### config.mk
export PLATFORM = sky130hd
export DESIGN_NAME = regfile_arbiter
export DESIGN_NICKNAME = d
export VERILOG_FILES = /design/src/rtl/regfile_arbiter.sv
export SDC_FILE = /design/constraint.sdc
export NUM_CORES = 1
export LEC_CHECK = 0
export BUFFER_PORTS_ARGS = -buffer_cell sky130_fd_sc_hd__buf_2
export CORE_AREA = 2 2 243 245
export DETAILED_ROUTE_END_ITERATION = 6
export DIE_AREA = 0 0 245 247
export GPL_ROUTABILITY_DRIVEN = 1
export PLACE_DENSITY_LB_ADDON = 0.1
export SLEW_MARGIN = 20
export SYNTH_ARGS = -nofsm -noshare
export SYNTH_HDL_FRONTEND = slang
export SYNTH_SLANG_ARGS = --single-unit
### constraint.sdc
create_clock -name i_clk -period 1.7 [get_ports i_clk]
set_input_delay 0.34 -clock i_clk [delete_from_list [all_inputs] [get_ports i_clk]]
set_output_delay 0.34 -clock i_clk [all_outputs]
set_load 0.1 [all_outputs]
### src/rtl/regfile_arbiter.sv
// regfile_arbiter: shares the register file's two read ports and single write
// port between two requesters. Each accepted request passes through one
// registered issue stage, and the requester gets a registered completion pulse.
module regfile_arbiter #(
    parameter int XLEN = 64,
    parameter int AW   = 5
) (
    input  logic            i_clk,
    input  logic            i_rst_n,
    input  logic            i_req0,
    input  logic            i_req1,
    input  logic            i_we0,
    input  logic            i_we1,
    input  logic [AW-1:0]   i_rs1_0,
    input  logic [AW-1:0]   i_rs2_0,
    input  logic [AW-1:0]   i_rd_0,
    input  logic [AW-1:0]   i_rs1_1,
    input  logic [AW-1:0]   i_rs2_1,
    input  logic [AW-1:0]   i_rd_1,
    input  logic [XLEN-1:0] i_wdata0,
    input  logic [XLEN-1:0] i_wdata1,
    input  logic            i_lock1,
    output logic            o_gnt0,
    output logic            o_gnt1,
    output logic            o_rvalid0,
    output logic            o_rvalid1,
    output logic [XLEN-1:0] o_rdata1_0,
    output logic [XLEN-1:0] o_rdata2_0,
    output logic [XLEN-1:0] o_rdata1_1,
    output logic [XLEN-1:0] o_rdata2_1,
    output logic [AW-1:0]   o_rf_rs1,
    output logic [AW-1:0]   o_rf_rs2,
    output logic [AW-1:0]   o_rf_rd,
    output logic [XLEN-1:0] o_rf_writedata,
    output logic            o_rf_regwrite,
    input  logic [XLEN-1:0] i_rf_ReadData1,
    input  logic [XLEN-1:0] i_rf_ReadData2
);

    logic            w_gnt0;
    logic            w_gnt1;
    logic            w_accept;
    logic            w_selWe;
    logic [AW-1:0]   w_selRs1;
    logic [AW-1:0]   w_selRs2;
    logic [AW-1:0]   w_selRd;
    logic [XLEN-1:0] w_selWdata;

    logic            r_prio;
    logic            r_issV;
    logic            r_issId;
    logic            r_issWe;
    logic [AW-1:0]   r_issRs1;
    logic [AW-1:0]   r_issRs2;
    logic [AW-1:0]   r_issRd;
    logic [XLEN-1:0] r_issWdata;
    logic            r_rvalid0;
    logic            r_rvalid1;
    logic [XLEN-1:0] r_rdata1_0;
    logic [XLEN-1:0] r_rdata2_0;
    logic [XLEN-1:0] r_rdata1_1;
    logic [XLEN-1:0] r_rdata2_1;

    // Grant decision: a lone requester wins; on conflict lock1 forces requester 1, else the round-robin pointer decides
    always_comb begin
        w_gnt0 = 1'b0;
        w_gnt1 = 1'b0;
        if (i_rst_n) begin
            if (i_req0 && i_req1) begin
                if (i_lock1 || r_prio) begin
                    w_gnt1 = 1'b1;
                end else begin
                    w_gnt0 = 1'b1;
                end
            end else begin
                w_gnt0 = i_req0;
                w_gnt1 = i_req1;
            end
        end
    end

    assign w_accept   = w_gnt0 | w_gnt1;
    assign w_selWe    = w_gnt1 ? i_we1    : i_we0;
    assign w_selRs1   = w_gnt1 ? i_rs1_1  : i_rs1_0;
    assign w_selRs2   = w_gnt1 ? i_rs2_1  : i_rs2_0;
    assign w_selRd    = w_gnt1 ? i_rd_1   : i_rd_0;
    assign w_selWdata = w_gnt1 ? i_wdata1 : i_wdata0;

    // Round-robin pointer favours the requester that was not granted last, even while lock1 is high
    always_ff @(posedge i_clk or negedge i_rst_n) begin
        if (!i_rst_n) begin
            r_prio <= 1'b0;
        end else if (w_gnt0) begin
            r_prio <= 1'b1;
        end else if (w_gnt1) begin
            r_prio <= 1'b0;
        end
    end

    // Issue stage: fields load only on accept, so the register-file ports hold their last values when idle
    always_ff @(posedge i_clk or negedge i_rst_n) begin
        if (!i_rst_n) begin
            r_issV     <= 1'b0;
            r_issId    <= 1'b0;
            r_issWe    <= 1'b0;
            r_issRs1   <= '0;
            r_issRs2   <= '0;
            r_issRd    <= '0;
            r_issWdata <= '0;
        end else begin
            r_issV <= w_accept;
            if (w_accept) begin
                r_issId    <= w_gnt1;
                r_issWe    <= w_selWe;
                r_issRs1   <= w_selRs1;
                r_issRs2   <= w_selRs2;
                r_issRd    <= w_selRd;
                r_issWdata <= w_selWdata;
            end
        end
    end

    // Response stage: completes the issued request, capturing read data or zero for writes
    always_ff @(posedge i_clk or negedge i_rst_n) begin
        if (!i_rst_n) begin
            r_rvalid0  <= 1'b0;
            r_rvalid1  <= 1'b0;
            r_rdata1_0 <= '0;
            r_rdata2_0 <= '0;
            r_rdata1_1 <= '0;
            r_rdata2_1 <= '0;
        end else begin
            r_rvalid0 <= r_issV & ~r_issId;
            r_rvalid1 <= r_issV & r_issId;
            if (r_issV && !r_issId) begin
                r_rdata1_0 <= r_issWe ? '0 : i_rf_ReadData1;
                r_rdata2_0 <= r_issWe ? '0 : i_rf_ReadData2;
            end
            if (r_issV && r_issId) begin
                r_rdata1_1 <= r_issWe ? '0 : i_rf_ReadData1;
                r_rdata2_1 <= r_issWe ? '0 : i_rf_ReadData2;
            end
        end
    end

    assign o_gnt0         = w_gnt0;
    assign o_gnt1         = w_gnt1;
    assign o_rvalid0      = r_rvalid0;
    assign o_rvalid1      = r_rvalid1;
    assign o_rdata1_0     = r_rdata1_0;
    assign o_rdata2_0     = r_rdata2_0;
    assign o_rdata1_1     = r_rdata1_1;
    assign o_rdata2_1     = r_rdata2_1;
    assign o_rf_rs1       = r_issRs1;
    assign o_rf_rs2       = r_issRs2;
    assign o_rf_rd        = r_issRd;
    assign o_rf_writedata = r_issWdata;
    assign o_rf_regwrite  = r_issV & r_issWe & (r_issRd != '0);

endmodule

==> summary.md <==
| Metric | Value |
|---|---|
| Reg clk slew, reported paths | 0.06 ns |
| R2R Path End | o_rf_writedata[61]$_DFFE_PN0P_ |
| Sequential share of power | 28.2% |
| Post-Synth Adder-Cell Area | 0% |
| Leading area contributor after synthesis | dfrtp_1 |
| Clk_lat worst skew | 0.56 ns |
| Clock root buffer | clkbuf_16 |
| Vias in the first global route | 13,040 |
| Final min period | 2.140 ns |
| Internal | 0.01864 W |
| Total congestion overflow | 0 |
| Status | finished with violations |
| Synth-to-Final Area Change | 48.28% |
| CP Launch Type | flop |
| CTS max path bufs | 3 |
| Setup WS post-layout | -0.4396 ns |
| Syn_area_per_cell | 9.764 um^2 |
| Required @ worst endpoint | 1.36 ns |
| Final setup TNS | -0.9369 ns |
| Yosys reg bits | 341 |
| Max VDD drop | 0.9339 mV |
| XOR/XNOR Fraction of Synth Area | 0% |
| HP Class | primary input to flop |
| Die extent in y | 247 um |
| Routed vias/inst | 4.496 |
| Crit path buffers/inverters | 1 |
| Placed instance area | 0.01853 mm^2 |
| Post-synthesis sequential area ratio | 60.40% |
| Fill count | 6,010 |
| Crit Path Max Fanout | 2 |
| Initial Util | 24.26% |
| Pin count of the biggest net entering global routing | 112 |
| Slowest stage cell, crit path | or3_4 |
| CP delay by family, top | simple AND/OR/NAND/NOR gates |
| Die width | 245 um |
| Syn. warnings | 0 |
| Reg area | 0.008537 mm^2 |
| Routed wire length per instance | 19.30 um |
| Top area cells in the synthesized netlist | dfrtp_1, o21ai_0, nand2_1, nand2b_1, a41oi_1 |
| First-pass GRT wire length | 82.21 mm |
| Dpl hpwl | 40.12 mm |
| Leak pwr | 9.991 nW |
| R2r setup slk | 0.11 ns |
| Pwr Total | 0.03728 W |
| Syn_nets | 1,740 |
| Nets@finish | 2,354 |
| Die area | 0.06052 mm^2 |
| Fin area | 0.02095 mm^2 |
| Slowest Stage Delay on Critical Path | 0.39 ns |
| Switch Pwr | 0.01864 W |
| Number of buffers created by CTS | 41 |
| Clock network power share | 25.1% |
| Antenna Violating Nets Remaining | 0 |
| Finished Core Util | 35.97% |
| Residual DRC count | 0 |
| Compound-cell area share of the yosys netlist | 19.94% |
| Core region area | 0.05824 mm^2 |
| Layout Cells excl Fill | 2,870 |
| Clk_skew | 0.01436 ns |
| RePlAce Congestion | 0.7988 |
| Iteration-0 DRC Markers | 500 |
| Drt first pass iters | 5 |
| Largest family of logic cells by synthesized area | compound AO/OA/AOI/OAI gates |
| Startpoint of the worst hold path | i_wdata0[53] |
| Num rows | 89 |
| # placed instances | 2,784 |
| Final Hold Fails | 0 |
| Worst r2r path cells | 6 |
| Power density cells | 1780 mW/mm^2 |
| Mapped Cells | 1,447 |
| Hold endpoint | o_rf_writedata[53]$_DFFE_PN0P_ |
| Tightest Pin Transition | 0.5518 ns |
| Worst path cell trace | or3_4, o311a_4, buf_12 |
| Initial antenna violation count | 13 |
| Final WL | 55.39 mm |
| Number of port buffers | 632 |
| Post-synthesis cell type count | 19 |
| Arr. time, crit path | 1.80 ns |
| Worst Setup Path Type | flop to output port |
| Max Clk Rate | 467.4 MHz |
| Fin crit share | 125.9% |
| Fin. max-slew vios | 0 |
| Global Route Usage Sum | 17.71% |
| Failing checks | negative setup slack |
| TritonCTS clock tree | done |
| RSZ-0062 raised after global routing | true |
| Ports | 633 |
| Slew HR | 63.47% |
| Layout cells sized above 1 | 37.03% |
| Via Count | 12,900 |
| RR Startpoint | r_prio$_DFFE_PN0P_ |
| # setup viols final | 4 |
| Cell Area, Synth | 0.01413 mm^2 |
| Proportion of synthesized area in mux cells | 0% |
| Top-area cell type share of the netlist area | 60.40% |
| Htree depth | 2 |
| TritonCTS Sinks | 341 |
| Multi-input logic area | 0.004997 mm^2 |
| WHS Path Cells | 3 |
| Simple-Gate Fraction of Synth Area | 14.96% |
| Critical path endpoint category | output port |
| Switching share of power | 49.99% |
| # Max-Cap Violations | 0 |
| Combinational Power Share | 46.7% |
## logic make-up after synthesis
group,Yosys count
AO/OA/AOI/OAI,501
buffers and inverters,133
flip-flops,341
AND/OR/NAND/NOR,472
## worst register-to-register path: cells and delay by family (launching register included)
kind / cells / cell delay [ns]
AO/OA/AOI/OAI: 2 / 0.27
buffers and inverters: 3 / 0.53
flip-flops: 1 / 0.43
AND/OR/NAND/NOR: 1 / 0.30
## repair_timing
| action | CTS | global route |
|---|---|---|
| setup buffers | 1 | 1 |
| hold buffers | 4 | 1 |
| pin swaps | 3 | 3 |
| cloned | 0 | 1 |
| endpoints found under the hold margin | 53 | 6 |
| gates resized for setup | 270 | 80 |
| setup endpoints to repair | 265 | 405 |
## through the flow
| step | hold slack [ns] | setup WS, ns |
|---|---|---|
| after CTS | 0.0009208 | -0.4947 |
| after floorplan | 0.04441 | -0.4103 |
| after detailed placement | 0.2050 | -0.02347 |
| after global placement | 0.2041 | -0.01632 |
| after global routing | 0.01145 | -0.5099 |
| final | 0.03590 | -0.4396 |
## routing by layer
metal / wire [um] / vias up / track usage, %
li1: - / 6186 / -
met3: 4692 / 92 / 6.175
met5: 106 / - / 0
met1: 22240 / 6152 / 21.33
met4: 1692 / 16 / 5.972
met2: 26650 / 458 / 29.43
## synthesized netlist by cell type
| cell | instances |
|---|---|
| dfrtp_1 | 341 |
| o21ai_0 | 338 |
| nand2_1 | 258 |
| nand2b_1 | 129 |
| nor2_1 | 81 |
| a21oi_1 | 80 |
| a41oi_1 | 80 |
| clkbuf_1 | 80 |
| buf_2 | 33 |
| buf_6 | 16 |
| a21o_1 | 2 |
| inv_1 | 2 |
| and3_1 | 1 |
| buf_4 | 1 |
| inv_2 | 1 |
| nor3b_2 | 1 |
| o311a_1 | 1 |
| or3_1 | 1 |
| or3b_1 | 1 |
## final cells by class
cell class / instances / share of cell area (%)
repair buffers: 701 / 23.83
multi-input cells: 973 / 23.85
well taps: 773 / 4.617
inverters: 3 / 0.05375
clock buffers: 63 / 5.913
diodes: 4 / 0.04778
clock inverters: 12 / 0.9376
flip-flops and latches: 341 / 40.75
## registers in the layout (all words and copies together) (netlist names), 5 cells and up
name            cells
o_rf_rd             5
o_rf_writedata     64
o_rdata1_0         64
o_rdata2_0         64
o_rf_rs1            5
o_rf_rs2            5
o_rdata1_1         64
o_rdata2_1         64
## worst max-delay path by stage
stage,from,endpoint,depth (start not counted)
4_1_cts,o_rf_rd[1]$_DFFE_PN0P_,o_rf_regwrite,3
6_report,o_rf_rd[1]$_DFFE_PN0P_,o_rf_regwrite,3
2_1_floorplan,o_rf_rd[1]$_DFFE_PN0P_,o_rf_regwrite,2
3_5_place_dp,o_rf_rd[1]$_DFFE_PN0P_,o_rf_regwrite,3
3_3_place_gp,o_rf_rd[1]$_DFFE_PN0P_,o_rf_regwrite,3
5_1_grt,o_rf_rd[0]$_DFFE_PN0P_,o_rf_regwrite,3
## power groups by stage
stage                     registers, W  clock network [W]  logic (W)
after floorplan                 0.0217                  0    0.00197
after global placement          0.0105                  0     0.0166
after detailed placement        0.0106                  0     0.0166
after CTS                       0.0105            0.00964     0.0174
after global routing            0.0107            0.00999     0.0181
final                           0.0105            0.00936     0.0174
## layout by cell type, fill, tap and decap left out, drive strengths merged
| cell | n |
|---|---|
| a21o | 2 |
| a21oi | 80 |
| a41oi | 80 |
| and3 | 1 |
| buf | 626 |
| bufinv | 5 |
| clkbuf | 134 |
| clkinv | 5 |
| dfrtp | 341 |
| diode | 4 |
| dlygate4sd3 | 4 |
| inv | 5 |
| nand2 | 258 |
| nand2b | 129 |
| nor2 | 81 |
| nor3b | 1 |
| o21ai | 338 |
| o311a | 1 |
| or3 | 1 |
| or3b | 1 |
No activity file was read; power rests on OpenSTA's default activity.
